==> config.mk <==
export PLATFORM = sky130hd
export DESIGN_NAME = if_fetch
export DESIGN_NICKNAME = d
export VERILOG_FILES = /design/src/rtl/cn1_pipe_pkg.sv /design/src/rtl/pc_incr.sv /design/src/rtl/if_fetch.sv
export SDC_FILE = /design/constraint.sdc
export NUM_CORES = 1
export LEC_CHECK = 0
export ABC_AREA = 1
export BUFFER_PORTS_ARGS = -buffer_cell sky130_fd_sc_hd__buf_4
export CAP_MARGIN = 20
export CORE_MARGIN = 1
export CORE_UTILIZATION = 50
export DETAILED_ROUTE_END_ITERATION = 7
export PLACE_DENSITY = 0.8
export REMOVE_ABC_BUFFERS = 1
export SETUP_SLACK_MARGIN = 0.2
export SYNTH_ARGS = -nofsm -noshare
export SYNTH_HDL_FRONTEND = slang
export SYNTH_SLANG_ARGS = --single-unit
==> constraint.sdc <==
create_clock -name clk -period 2.9 [get_ports clk]
set_clock_uncertainty 0.2 [all_clocks]
set_input_delay 0.58 -clock clk [delete_from_list [all_inputs] [get_ports clk]]
set_output_delay 0.58 -clock clk [all_outputs]
set_load 0.05 [all_outputs]
==> src/rtl/cn1_pipe_pkg.sv <==
// Shared CN1 pipeline types: fetch FSM states and default widths.
// No logic; imported by the fetch stage and its PC incrementer.
// No flow control of its own.
package cn1_pipe_pkg;

    localparam int XLEN_DEF    = 32;
    localparam int PC_STEP_DEF = 4;

    typedef enum logic [2:0] {
        IDLE,
        REQ,
        WAIT,
        HOLD,
        DROP
    } fetch_state_e;

endpackage

==> src/rtl/pc_incr.sv <==
// Sequential PC incrementer: PC + PC_STEP modulo 2^XLEN.
// Purely combinational, zero latency.
// No flow control.
module pc_incr
    import cn1_pipe_pkg::*;
#(
    parameter int XLEN    = XLEN_DEF,
    parameter int PC_STEP = PC_STEP_DEF
) (
    input  logic [XLEN-1:0] i_pc,
    output logic [XLEN-1:0] o_pc_next
);

    assign o_pc_next = i_pc + XLEN'(PC_STEP);

endmodule

==> src/rtl/if_fetch.sv <==
// CN1 instruction fetch: PC, one outstanding imem request, IF/ID register; FETCH_STAT_EN adds counters.
// Latency: response in cycle N is visible on IF/ID in cycle N+1; redirect retargets the next request.
// Backpressure: decode stall parks one response in a holding buffer and stops requesting until drained.
module if_fetch
    import cn1_pipe_pkg::*;
#(
    parameter int              XLEN     = XLEN_DEF,
    parameter logic [XLEN-1:0] RESET_PC = '0,
    parameter int              PC_STEP  = PC_STEP_DEF
) (
    input  logic            clk,
    input  logic            rst_n,
    output logic            imem_req_valid,
    input  logic            imem_req_ready,
    output logic [XLEN-1:0] imem_addr,
    input  logic            imem_rsp_valid,
    input  logic [31:0]     imem_rdata,
    input  logic            redirect_valid,
    input  logic [XLEN-1:0] redirect_pc,
    input  logic            if_id_ready,
    output logic            if_id_valid,
    output logic [XLEN-1:0] if_id_pc,
    output logic [XLEN-1:0] if_id_pc_next,
`ifdef FETCH_STAT_EN
    output logic [31:0]     if_id_instr,
    output logic [31:0]     stat_fetched,
    output logic [31:0]     stat_stall
`else
    output logic [31:0]     if_id_instr
`endif
);

    fetch_state_e    r_state;
    fetch_state_e    w_state_nxt;
    logic [XLEN-1:0] r_pc;
    logic [XLEN-1:0] w_pc_plus;
    logic            r_if_vld;
    logic [XLEN-1:0] r_if_pc;
    logic [XLEN-1:0] r_if_pc_next;
    logic [31:0]     r_if_instr;
    // Buffer contents are only meaningful while in HOLD; the state is its valid bit.
    logic [XLEN-1:0] r_buf_pc;
    logic [XLEN-1:0] r_buf_pc_next;
    logic [31:0]     r_buf_instr;

    logic w_accept;
    logic w_if_free;
    logic w_ld_rsp;
    logic w_ld_buf;
    logic w_ld_hold;
    logic w_pc_adv;

    pc_incr #(
        .XLEN    (XLEN),
        .PC_STEP (PC_STEP)
    ) u_pc_incr (
        .i_pc      (r_pc),
        .o_pc_next (w_pc_plus)
    );

    assign w_accept  = (r_state == REQ) && imem_req_ready;
    assign w_if_free = !r_if_vld || if_id_ready;

    always_ff @(posedge clk or negedge rst_n) begin
        if (!rst_n) begin
            r_state <= IDLE;
        end else begin
            r_state <= w_state_nxt;
        end
    end

    always_comb begin
        w_state_nxt = r_state;
        w_ld_rsp    = 1'b0;
        w_ld_buf    = 1'b0;
        w_ld_hold   = 1'b0;
        w_pc_adv    = 1'b0;
        case (r_state)
            IDLE: w_state_nxt = REQ;
            REQ:  if (w_accept) w_state_nxt = WAIT;
            WAIT: begin
                if (imem_rsp_valid) begin
                    w_pc_adv = 1'b1;
                    if (w_if_free) begin
                        w_ld_rsp    = 1'b1;
                        w_state_nxt = REQ;
                    end else begin
                        w_ld_buf    = 1'b1;
                        w_state_nxt = HOLD;
                    end
                end
            end
            HOLD: begin
                if (if_id_ready) begin
                    w_ld_hold   = 1'b1;
                    w_state_nxt = REQ;
                end
            end
            DROP:    if (imem_rsp_valid) w_state_nxt = REQ;
            default: w_state_nxt = IDLE;
        endcase

        // A redirect kills all loads; an in-flight request must still be drained via DROP.
        if (redirect_valid) begin
            w_ld_rsp  = 1'b0;
            w_ld_buf  = 1'b0;
            w_ld_hold = 1'b0;
            w_pc_adv  = 1'b0;
            case (r_state)
                REQ:        w_state_nxt = w_accept ? DROP : REQ;
                WAIT, DROP: w_state_nxt = imem_rsp_valid ? REQ : DROP;
                default:    w_state_nxt = REQ;
            endcase
        end
    end

    always_ff @(posedge clk or negedge rst_n) begin
        if (!rst_n) begin
            r_pc          <= RESET_PC;
            r_if_vld      <= 1'b0;
            r_if_pc       <= '0;
            r_if_pc_next  <= '0;
            r_if_instr    <= '0;
            r_buf_pc      <= '0;
            r_buf_pc_next <= '0;
            r_buf_instr   <= '0;
        end else begin
            if (redirect_valid) begin
                r_pc <= redirect_pc;
            end else if (w_pc_adv) begin
                r_pc <= w_pc_plus;
            end

            if (w_ld_rsp) begin
                r_if_pc      <= r_pc;
                r_if_pc_next <= w_pc_plus;
                r_if_instr   <= imem_rdata;
            end else if (w_ld_hold) begin
                r_if_pc      <= r_buf_pc;
                r_if_pc_next <= r_buf_pc_next;
                r_if_instr   <= r_buf_instr;
            end

            if (redirect_valid) begin
                r_if_vld <= 1'b0;
            end else if (w_ld_rsp || w_ld_hold) begin
                r_if_vld <= 1'b1;
            end else if (if_id_ready) begin
                r_if_vld <= 1'b0;
            end

            if (w_ld_buf) begin
                r_buf_pc      <= r_pc;
                r_buf_pc_next <= w_pc_plus;
                r_buf_instr   <= imem_rdata;
            end
        end
    end

`ifdef FETCH_STAT_EN
    logic [31:0] r_stat_fetched;
    logic [31:0] r_stat_stall;

    always_ff @(posedge clk or negedge rst_n) begin
        if (!rst_n) begin
            r_stat_fetched <= '0;
            r_stat_stall   <= '0;
        end else begin
            if (w_ld_rsp || w_ld_hold) begin
                r_stat_fetched <= r_stat_fetched + 32'd1;
            end
            if ((r_state == HOLD) || ((r_state == REQ) && !imem_req_ready)) begin
                r_stat_stall <= r_stat_stall + 32'd1;
            end
        end
    end

    assign stat_fetched = r_stat_fetched;
    assign stat_stall   = r_stat_stall;
`endif

    assign imem_req_valid = (r_state == REQ);
    assign imem_addr      = r_pc;
    assign if_id_valid    = r_if_vld;
    assign if_id_pc       = r_if_pc;
    assign if_id_pc_next  = r_if_pc_next;
    assign if_id_instr    = r_if_instr;

endmodule

* Word level (Yosys, flattened, before mapping)
Index checks and enable logic that the tools add are counted.
** Storage, ports and cells
- Register bits after elaboration :: 228
- Latch bits :: 0
- RAM bits :: 0
- Memory bits (read-only) :: 0
- Bits of input ports :: 70
- Output and inout bits :: 130
- Logic and storage cells :: 63
- Memories :: 0
** Cells by class
- Add/sub/neg operators :: 1
- Multipliers :: 0
- Div/mod/pow operators :: 0
- $lt $le $gt $ge :: 0
- Eq/ne operators :: 8
- Shift operators :: 0
- Muxes and demuxes :: 35
- Bitwise logic cells :: 0
- Reduce and logical (&&, ||, !) cells :: 10
** Operators with widths (number)
- $mux 32 :: 8
- $add 32x3->32 const B :: 1
- $mux 3 :: 7
- $mux 1 :: 17
- $pmux 3 s5 :: 1
- $ne 3x3->1 const B :: 3
- $eq 3x2->1 const B :: 2
- $pmux 3 s2 :: 1
- $reduce_and 4->1 :: 1
- $reduce_bool 2->1 :: 2
- $eq 3x1->1 const B :: 1
- $eq 3x3->1 const B :: 1
- $logic_not 3->1 :: 1
- $ne 3x1->1 const B :: 1
- $reduce_bool 3->1 :: 1
- $logic_or 1x1->1 :: 2
- $mux 2 :: 1
- $reduce_or 2->1 :: 1
- $logic_and 1x1->1 :: 1
- $logic_not 1->1 :: 1

* Logic depth before layout (Yosys ltp)
Gate-level depths: netlist of run 1.
- Word-level depth :: 9
- Gate-level depth with buffers :: 11
- Depth with buffers taken out :: 11

* Hierarchy
From an unflattened synthesis of run 1, not the netlist that was laid out.
** Unflattened totals
- Cells, all modules :: 1347
- Area, all modules :: 10747.8 um^2
** Modules (own cells, without submodules)
- if_fetch :: instances 1, cells each 1170, area an instance 9838.2 um^2, seq. area each 5705.5 um^2
- pc_incr :: instances 1, cells each 177, area an instance 909.6 um^2, seq. area each 0.0 um^2

* Least setup slack after synthesis of run 1
No wires, ideal clock.
- Kind :: register to register
- Start point :: register r_pc[3] (netlist: imem_addr[3])
- End point :: register r_if_pc_next[26] (netlist: if_id_pc_next[26])
- Setup time :: 0.123 ns
- Arrival time :: 1.914 ns
- Required time :: 2.577 ns
- Path slack :: 0.663 ns
- Cell stages (with the launch flop) :: 9
- Buffers on the path :: 0
- Period minus slack after synthesis :: 2.237 ns
- Path through :: dfrtp_1 ha_1 nand2_1 nor2_1 nand2_1 nor2_2 nand4_1 nand3_1 nand2_1
** Between the ends
- Word-level cells in the longest chain between the ends :: 2
** Ends and longest elaborated chain
- from (decl) :: RTL line if_fetch.sv:35 : logic [XLEN-1:0] r_pc;
- from (signal assigned) :: RTL line if_fetch.sv:129 : r_pc <= redirect_pc;
- from (signal assigned) :: RTL line if_fetch.sv:131 : r_pc <= w_pc_plus;
- $add 32x3->32 :: RTL line pc_incr.sv:14 : assign o_pc_next = i_pc + XLEN'(PC_STEP);
- $mux 32 :: RTL line if_fetch.sv:134 : if (w_ld_rsp) begin
- to (signal assigned) :: RTL line if_fetch.sv:136 : r_if_pc_next <= w_pc_plus;
- to (signal assigned) :: RTL line if_fetch.sv:140 : r_if_pc_next <= r_buf_pc_next;
- to (decl) :: RTL line if_fetch.sv:39 : logic [XLEN-1:0] r_if_pc_next;
No other way between the ends.
A chain may end at the register's enable or synchronous reset.

* Worst setup path after layout of run 1
- Start point :: register r_pc[3] (netlist: imem_addr[3])
- End point :: register r_if_pc_next[12] (netlist: if_id_pc_next[12])
The elaborated chain is that of the path after synthesis.

==> metrics.txt, run 1 <==
final net count ~1,500; Syn Inst Count 1,279; die area 20,700 um^2; Sink Count 224; outcome completed; GRT met2 Usage 0.439; Resized Gates After CTS 0; YS warnings 0; Yosys reg bits 224; share of cells above drive strength 1 0.186; total gr overflow 0; Compound-Gate Fraction of Synth Area 0.0443; Post-Syn Area 10,100 um^2; # Max-Cap Violations 0; pin count of the biggest net entering global routing 77; simple logic cell fraction of the synthesized area 0.332; most numerous cell in the Yosys netlist nand2_1; Async SR Flop Fraction 1.00; post-layout minimum cycle time 2.33 ns; Tot Pwr 0.0133 W; buffers added on ports 199; final hold violation count 0; Slew HR 0.608; fmax approximately 0.43 GHz; Critical Path AT 2.56 ns; GRT Overall Usage 0.271; Clock transition at path regs 0.06 ns; drt via density 5.22; CP most frequent cell nor2_1; EDFF count, synth 0; Setup crit start kind flop; Routed Wire Length 27,600 um; std cell rows 51; # IOs 200; Synth top area share 0.556; most instantiated cells after synthesis 633 x nand2_1, 224 x dfrtp_1, 136 x nand3_1; core area a little under 20,000 um^2; DRT Pass-1 Iters 5; routed length per instance 15.8 um; Post-CTS Setup Repair Bufs 0; drt initial violations about 800; worst endpoint required time 3.14 ns; sequential group share of total power 0.343; leakage power 6.76 nW; Gate power share 0.407; largest cells by area after synthesis dfrtp_1 56%, nand2_1 24%, nand3_1 6.8%; Hold WC Path Type in -> reg; switching share of power 0.431; GP Congestion 0.843; post-synth cell types 32; leading area contributor after synthesis dfrtp_1; NetSw 0.00575 W; Most used DFF post-synth dfrtp_1; sequential area share after synthesis 0.556; delay of the slowest cell on the worst path 0.48 ns; Crit-path slowest cell dfrtp_1; first-pass GRT wire length 43,700 um; Root Driver clkbuf_16; fraction of the cycle the final worst path needs 0.803; Post-Synth XOR/XNOR Area 0.0104; Clk pwr share 0.250; Max FO, Critical Path 7; CTS buffer count 24; CTS tree yes; power density cells 1050 nW/um^2; largest family of logic cells by synthesized area simple AND/OR/NAND/NOR gates; Worst-Skew Late Latency 0.51 ns; htree depth 1; actual slew at the worst max-slew pin 0.588 ns; P_int 0.00758 W; CP endpoint kind flop; final setup TNS 0 ns; VDD IR max 0.772 mV; Slew Viols, Final 0; RSZ-0062 raised after global routing no; die width 144 um; gr busiest metal met2; final setup vio count 0; DRC 0; Starting Density 0.515; final hold slack 0.0859 ns; Avg Cell Area, Syn 7.88 um^2; initial antenna violation count 0; Setup CP Type reg -> reg; number of global-route vias before repair 8,490; routed via count slightly above 9,000; final HPWL from detailed placement approximately 19,000 um; Antenna diodes 0; crit-path cells ha_1 > nand2_1 > nor2_1 > nand2_1 > nor2_2 > xor2_1 > nor2_1 > nor2_1; Die Y-Extent 144 um; routing usage on met1 0.375; mux contribution to synthesized area 0; clock buffer depth 3; Post-DRT Antenna Nets 0; area delta synth->final 26.4%; met3 usage 0.0500; post-synthesis adder-cell area fraction 0.00124
==> worst max-delay path: cells and delay by family, from the launching register on <==
family,cells,cell delay [ns]
xor gates and xnor gates,1,0.27
DFF,1,0.48
adders and majority gates,1,0.24
and+or+nand+nor,6,1.06
==> cell families after synthesis <==
logic type | count (synthesis)
buf+inv | 129
fa+ha+maj | 1
simple gates | 832
xor+xnor | 12
compound gates | 81
flops | 224
==> per-layer routing <==
layer	wire, um	part of all wire	up-vias
met5	0	0	-
met4	436	0.016	0
met3	2290	0.083	40
met2	13100	0.47	391
met1	11800	0.43	4302
li1	-	-	4391
==> power by group through the flow <==
stage	sequential [W]	clock [W]	combinational, W
3_3_place_gp	0.00461	0	0.00534
6_report	0.00458	0.00333	0.00543
4_1_cts	0.00457	0.00338	0.00546
3_5_place_dp	0.00461	0	0.00543
2_1_floorplan	0.00695	0	0.00118
5_1_grt	0.00467	0.00349	0.00579
==> flip-flops by register name, summed over array words and instances (netlist names) <==
register and cells:
r_buf_instr 32, if_id_valid 1, if_id_pc_next 30, if_id_instr 32, r_buf_pc_next 30, r_buf_pc 32, imem_addr 32, r_state 3
if_id_pc 32
==> final cells by class <==
| type | instances | area (um^2) |
|---|---|---|
| flip-flops and latches | 224 | 5610 |
| repair buffers | 224 | 1780 |
| clock buffers | 31 | 678 |
| multi-input cells | 926 | 3910 |
| well taps | 265 | 332 |
| fillers | 1598 | 6840 |
| inverters | 68 | 259 |
| clock inverters | 11 | 183 |
==> through the flow <==
stage	cells	util	setup WS [ns]	cell area [um^2]
floorplan	1218	-	-0.840	9770
global placement	1706	0.606	0.472	11900
detailed placement	1706	0.606	0.459	11900
CTS	1749	0.651	0.589	12700
global route	1749	0.651	0.382	12700
finish	1749	0.651	0.571	12700
==> worst paths after layout <==
path	from	to	slack, ns	cells after the start
worst max-delay path	imem_addr[3]	if_id_pc_next[12]	0.57	8
worst min-delay path	redirect_pc[1]	imem_addr[1]	0.09	3
worst max register to register	imem_addr[3]	if_id_pc_next[12]	0.57	8
worst min register to register	r_buf_instr[24]	r_buf_instr[24]	0.27	2
max in group asynchronous	rst_n	r_buf_instr[5]	1.31	3
min in group asynchronous	rst_n	if_id_instr[6]	0.42	2
==> repair_timing <==
item | 4_1_cts | 5_1_grt
hold buffers | 1 | 0
hold endpoints to repair | 72 | 0
setup endpoints to repair | 0 | 0
==> layout by cell type (no fill, tap or decap), drive strengths merged, types with 2 or more instances in the layout <==
cell / count
clkbuf: 31
xnor2: 2
bufinv: 5
nand2: 635
o221ai: 2
a21oi: 3
clkinv: 7
nand3: 137
o211ai: 9
buf: 223
o21ai: 60
inv: 66
a31oi: 4
and2: 2
xor2: 10
nor2: 54
dfrtp: 224
and3: 2
No activity file was read; power rests on OpenSTA's default activity.
==> run 2, diff against run 1 <==
==> constraint.sdc (replaced) <==
create_clock -name clk -period 2.16 [get_ports clk]
set_clock_uncertainty 0.2 [all_clocks]
set_input_delay 0.432 -clock clk [delete_from_list [all_inputs] [get_ports clk]]
set_output_delay 0.432 -clock clk [all_outputs]
set_load 0.05 [all_outputs]
==> run 2 against run 1 <==
  * Clock power up 34%
  * Wire length grew 7.5%
  * Cell count grew 5.3%
  * Combinational power rose by 43%
  * Non-clock buffer count rose by 91
  * Register-to-register slack worse by 0.38 ns
  * Critical endpoint is now imem_req_valid
==> metrics.txt, run 2 (synthesized netlist as in run 1, its figures left out) <==
NetSw 0.00788 W (+37%); Setup CP Type reg -> out; number of global-route vias before repair 8,981 (+5.8%); std cell rows 51 (unchanged); # IOs 200 (unchanged); # Max-Cap Violations 0 (unchanged); Clock transition at path regs 0.06 ns (about the same); commonest non-fill, non-tap cells in the layout 630 x nand2_1, 241 x buf_4, 216 x dfrtp_1, 135 x nand3_1, 62 x inv_1; # fillers 1,496 (-6.4%); fraction of the cycle the final worst path needs 0.919; outcome completed; actual slew at the worst max-slew pin 0.472 ns (-0.116 ns); GRT Overall Usage 0.279 (+0.00827); switching share of power 0.430 (-0.00172); htree depth 1 (unchanged); CP endpoint kind primary output; first-pass GRT wire length 45,100 um (+3.1%); Slew HR 0.685 (+0.0776); pin count of the biggest net entering global routing 90 (+17%); worst endpoint required time 1.53 ns (-1.61 ns); final hold violation count 0 (unchanged); Gate power share 0.422 (+0.015); VDD IR max 0.992 mV (+28%); Tot Pwr 0.0184 W (+38%); Routed Wire Length 29,700 um (+7.5%); fmax ~0.5 GHz; R2R Setup Slk 0.19 ns (-0.38 ns); drt via density 5.20 (-0.26%); routed via count 9,579 (+5.0%); Root Driver clkbuf_16; routed length per instance 16.1 um (+2.1%); initial antenna violation count 0 (unchanged); total gr overflow 0 (unchanged); area delta synth->final 36.8%; share of cells above drive strength 1 0.212 (+0.0259); Util after Layout 0.704 (+0.0535); DRT Pass-1 Iters 5 (unchanged); commonest non-fill, non-tap cell in the layout nand2_1; GP Congestion 0.894 (+6.0%); DRC 0 (unchanged); Sink Count 224 (unchanged); Setup crit start kind flop; Hold WC Path Type in -> reg; final setup vio count 0 (unchanged); die width 144 um (unchanged); RSZ-0062 raised after global routing yes; Max FO, Critical Path 3 (-4); buffers added on ports 199 (unchanged); post-layout minimum cycle time 1.98 ns; Critical Path AT 1.35 ns (-1.21 ns); Slew Viols, Final 0 (unchanged); CTS buffer count 24 (unchanged); sequential group share of total power 0.334 (-0.009); Starting Density 0.515 (unchanged); drt initial violations 765 (-1.9%); Post-DRT Antenna Nets 0 (unchanged); clock buffer depth 3 (unchanged); final net count 1,630 (+5.9%); Die Y-Extent 144 um (unchanged); Worst-Skew Late Latency 0.51 ns (about the same); Clk pwr share 0.243 (-0.007); leakage power 7.22 nW (+6.9%); die area 20,700 um^2 (unchanged); P_int 0.0105 W (+38%); CTS tree yes; power density cells 1330 nW/um^2 (+27%); Antenna diodes 0 (unchanged); final HPWL from detailed placement 18,800 um (+1.5%); core area 19,600 um^2 (unchanged)
==> run 2: changes by cell type in the layout (fill, tap and decap cells not counted), sizes merged <==
cell and change:
dlygate4sd3 +57, buf +31, clkbuf +8, bufinv -2, clkinv -2, clkinvlp -1
inv +1
==> run 2: layout make-up <==
cell class	count	area, um^2	area share
well taps	265	332	0.0240
clock buffers	36	767	0.0556
repair buffers	315	2700	0.196
multi-input cells	926	4000	0.290
flip-flops and latches	224	5620	0.407
clock inverters	7	114	0.00825
inverters	68	267	0.0193
==> run 2: power by group through the flow <==
stage	Sequential (W)	Clock (W)	Combinational (W)
5_1_grt	0.00624	0.00468	0.00823
2_1_floorplan	0.00933	0	0.00158
3_5_place_dp	0.00616	0	0.00742
3_3_place_gp	0.00615	0	0.00730
4_1_cts	0.00610	0.00451	0.00760
6_report	0.00613	0.00447	0.00775
==> run 2: critical path, cell delays in order, from the launching register on <==
cell     delay, ns
dfrtp_1       0.39
inv_2         0.11
nand2_4       0.08
nor2_4        0.10
buf_6         0.16
==> run 2: final timing paths <==
kind / end / cells past startpoint / start
worst max-delay path: imem_req_valid / 4 / r_state[1]
worst min-delay path: imem_addr[31] / 5 / redirect_pc[31]
worst max register to register: r_buf_pc[28] / 8 / r_state[0]
worst min register to register: r_buf_pc[3] / 2 / r_buf_pc[3]
max in group asynchronous: if_id_pc_next[19] / 3 / rst_n
min in group asynchronous: r_buf_instr[19] / 2 / rst_n
==> run 2: through the flow <==
step	setup slack (ns)	instances	cell area (um^2)	TNS, ns	hold slack [ns]
finish	0.175	1841	13800	0	0.0220
global route	0.114	1841	13800	0	0.0221
CTS	0.151	1834	13600	0	0.00784
detailed placement	0.121	1731	12100	0	0.198
global placement	0.188	1731	12100	0	0.195
floorplan	-1.58	1218	9770	-172.36	-0.0636
==> run 2: what timing repair did <==
action,CTS,global route
hold buffers,58,0
gates resized for setup,8,30
gates cloned,0,3
pin swaps,1,4
endpoints found under the hold margin,140,0
buffers inserted,2,4
endpoints found under the setup margin,21,208
==> run 2: layer usage <==
layer,share of wire,GRT usage,vias up
met5,0,0,-
met4,0.018,0.0750,0
li1,-,-,4574
met1,0.42,0.372,4504
met3,0.095,0.0497,48
met2,0.47,0.470,453
==> run 3, diff against run 2 <==
--- a/config.mk
+++ b/config.mk
@@ -13,7 +13,8 @@
 export DETAILED_ROUTE_END_ITERATION = 7
 export PLACE_DENSITY = 0.8
 export REMOVE_ABC_BUFFERS = 1
-export SETUP_SLACK_MARGIN = 0.2
+export SETUP_SLACK_MARGIN = 0.3
+export SLEW_MARGIN = 30
 export SYNTH_ARGS = -nofsm -noshare
 export SYNTH_HDL_FRONTEND = slang
 export SYNTH_SLANG_ARGS = --single-unit
==> run 3 against run 2 <==
  * The flow now finishes with violations (setup timing)
  * Cell count up 4.7%
  * Via count is 24% higher
  * Highest routed layer unchanged
  * Hold slack worse by 0.017 ns
  * Largest power group unchanged
  * Flip-flop and latch count unchanged
  * Worst setup slack lost 0.22 ns
==> metrics.txt, run 3 (synthesized netlist as in run 1, its figures left out) <==
actual slew at the worst max-slew pin 0.501 ns (+0.0290 ns); area delta synth->final 68.7%; Setup CP Type reg -> reg; switching share of power 0.451 (+0.0218); share of cells above drive strength 1 0.438 (+0.226); Setup crit start kind flop; final net count 1,714 (+5.2%); DRT Pass-1 Iters 8 (+3); core area 19,600 um^2 (unchanged); fmax 0.454 GHz (-9.8%); worst endpoint required time 2.34 ns (+0.81 ns); GP Congestion 0.894 (unchanged); RSZ-0062 raised after global routing yes; std cell rows 51 (unchanged); number of global-route vias before repair 9,238 (+2.9%); Clk pwr share 0.227 (-0.016); final setup vio count 1 (+1); # fillers 830 (-45%); Gate power share 0.462 (+0.040); VDD IR max 0.981 mV (-1.1%); CP most frequent cell buf_12; leakage power 9.19 nW (+27%); initial antenna violation count 3 (+3); Slew Viols, Final 0 (unchanged); Tot Pwr 0.0203 W (+11%); final HPWL from detailed placement 18,800 um (unchanged); # IOs 200 (unchanged); # Max-Cap Violations 0 (unchanged); Slew HR 0.666 (-0.0193); Routed Wire Length 48,800 um (+64%); NetSw 0.00919 W (+17%); Final WS setup -0.0406 ns (-0.216 ns); Crit-path slowest cell dfrtp_2; GRT Overall Usage 0.296 (+0.0163); die width 144 um (unchanged); DRC 0 (unchanged); commonest non-fill, non-tap cells in the layout 439 x nand2_1, 239 x buf_4, 208 x dfrtp_1, 110 x nand2_4, 85 x nand2_2; die area 20,700 um^2 (unchanged); total gr overflow 0 (unchanged); sequential group share of total power 0.311 (-0.023); Die Y-Extent 144 um (unchanged); buffers added on ports 199 (unchanged); fraction of the cycle the final worst path needs 1.02 (+0.0999); Hold WC Path Type in -> reg; post-layout minimum cycle time 2.20 ns (+0.216 ns); failing checks setup timing; Clock transition at path regs 0.06 ns (about the same); worst slack, placed 0.121 ns (unchanged); Post-DRT Antenna Nets 0 (unchanged); Starting Density 0.515 (unchanged); clock buffer depth 3 (unchanged); routed length per instance 25.3 um (+57%); delay of the slowest cell on the worst path 0.45 ns (+0.06 ns); final hold violation count 0 (unchanged); P_int 0.0112 W (+6.6%); CTS tree yes; power density cells 1200 nW/um^2 (-10%); pin count of the biggest net entering global routing 90 (unchanged); Worst-Skew Late Latency 0.53 ns (+0.02 ns); Max FO, Critical Path 8 (+5); first-pass GRT wire length 47,300 um (+4.9%); commonest non-fill, non-tap cell in the layout nand2_1; Sink Count 224 (unchanged); outcome finished with violations; routed via count 11,800 (+24%); CTS buffer count 24 (unchanged); htree depth 1 (unchanged); drt via density 6.15 (+18%); drt initial violations 1,275 (+67%); crit-path cells nor2_4 > nand3_4 > nor3_4 > buf_12 > buf_12 > clkinv_16 > buf_12 > o21ai_1; Root Driver clkbuf_16; Critical Path AT 2.39 ns (+1.04 ns); CP endpoint kind flop
## run 3: critical path, delay by kind of cell (launching register included)
family / cells / cell delay (ns)
flops: 1 / 0.45
compound gates: 1 / 0.33
simple gates: 3 / 0.51
buf+inv: 4 / 0.56
## run 3: power groups by stage
stage	sequential (W)	clock (W)	combinational [W]
2_1_floorplan	0.00933	0	0.00158
3_3_place_gp	0.00615	0	0.00730
3_5_place_dp	0.00616	0	0.00742
4_1_cts	0.00609	0.00451	0.00789
5_1_grt	0.00639	0.00476	0.00974
6_report	0.00634	0.00462	0.00939
## run 3: cell type report
type,count,area (um^2),area share
well taps,265,332,0.0195
flip-flops and latches,224,5630,0.331
diodes,3,7.51,0.000441
clock inverters,7,114,0.00669
multi-input cells,926,5570,0.328
repair buffers,396,4230,0.248
repair inverters,3,57.6,0.00338
clock buffers,36,767,0.0451
inverters,68,309,0.0182
## run 3: path summary, 6_finish.rpt
check	to	cells after the start	slack, ns	start
setup / recovery	r_buf_pc[21]	8	-0.04	r_state[0]
hold / removal	imem_addr[31]	5	0.005	redirect_pc[31]
max in group asynchronous	imem_addr[21]	3	0.82	rst_n
min in group asynchronous	r_buf_instr[19]	2	0.24	rst_n
setup reg to reg	r_buf_pc[21]	8	-0.04	r_state[0]
hold reg to reg	r_buf_instr[26]	2	0.28	r_buf_instr[26]
## run 3: repair_timing
item                                   in CTS  in global routing
resized for setup                          47                536
gates cloned                                4                 42
setup buffers                              20                 27
endpoints found under the hold margin     140                  0
setup endpoints to repair                 205                227
hold buffers                               58                  0
pin swaps                                   2                130
## run 3: routing by layer
metal | part of all wire | vias up | track usage
li1 | - | 4752 | -
met1 | 0.33 | 5540 | 0.394
met2 | 0.44 | 1155 | 0.486
met3 | 0.14 | 402 | 0.0589
met4 | 0.094 | 0 | 0.0913
met5 | 0 | - | 0
## run 3: stage by stage
step                      setup TNS (ns)   util  hold WS [ns]  instance area, um^2  instances
after CTS                              0  0.714       0.00795                14000       1856
final                            -0.0406  0.868       0.00483                17000       1928
after detailed placement               0  0.617         0.198                12100       1731
after global placement                 0  0.617         0.195                12100       1731
after floorplan                  -172.36      -       -0.0636                 9770       1218
after global routing             -0.0589  0.868       0.00533                17000       1928
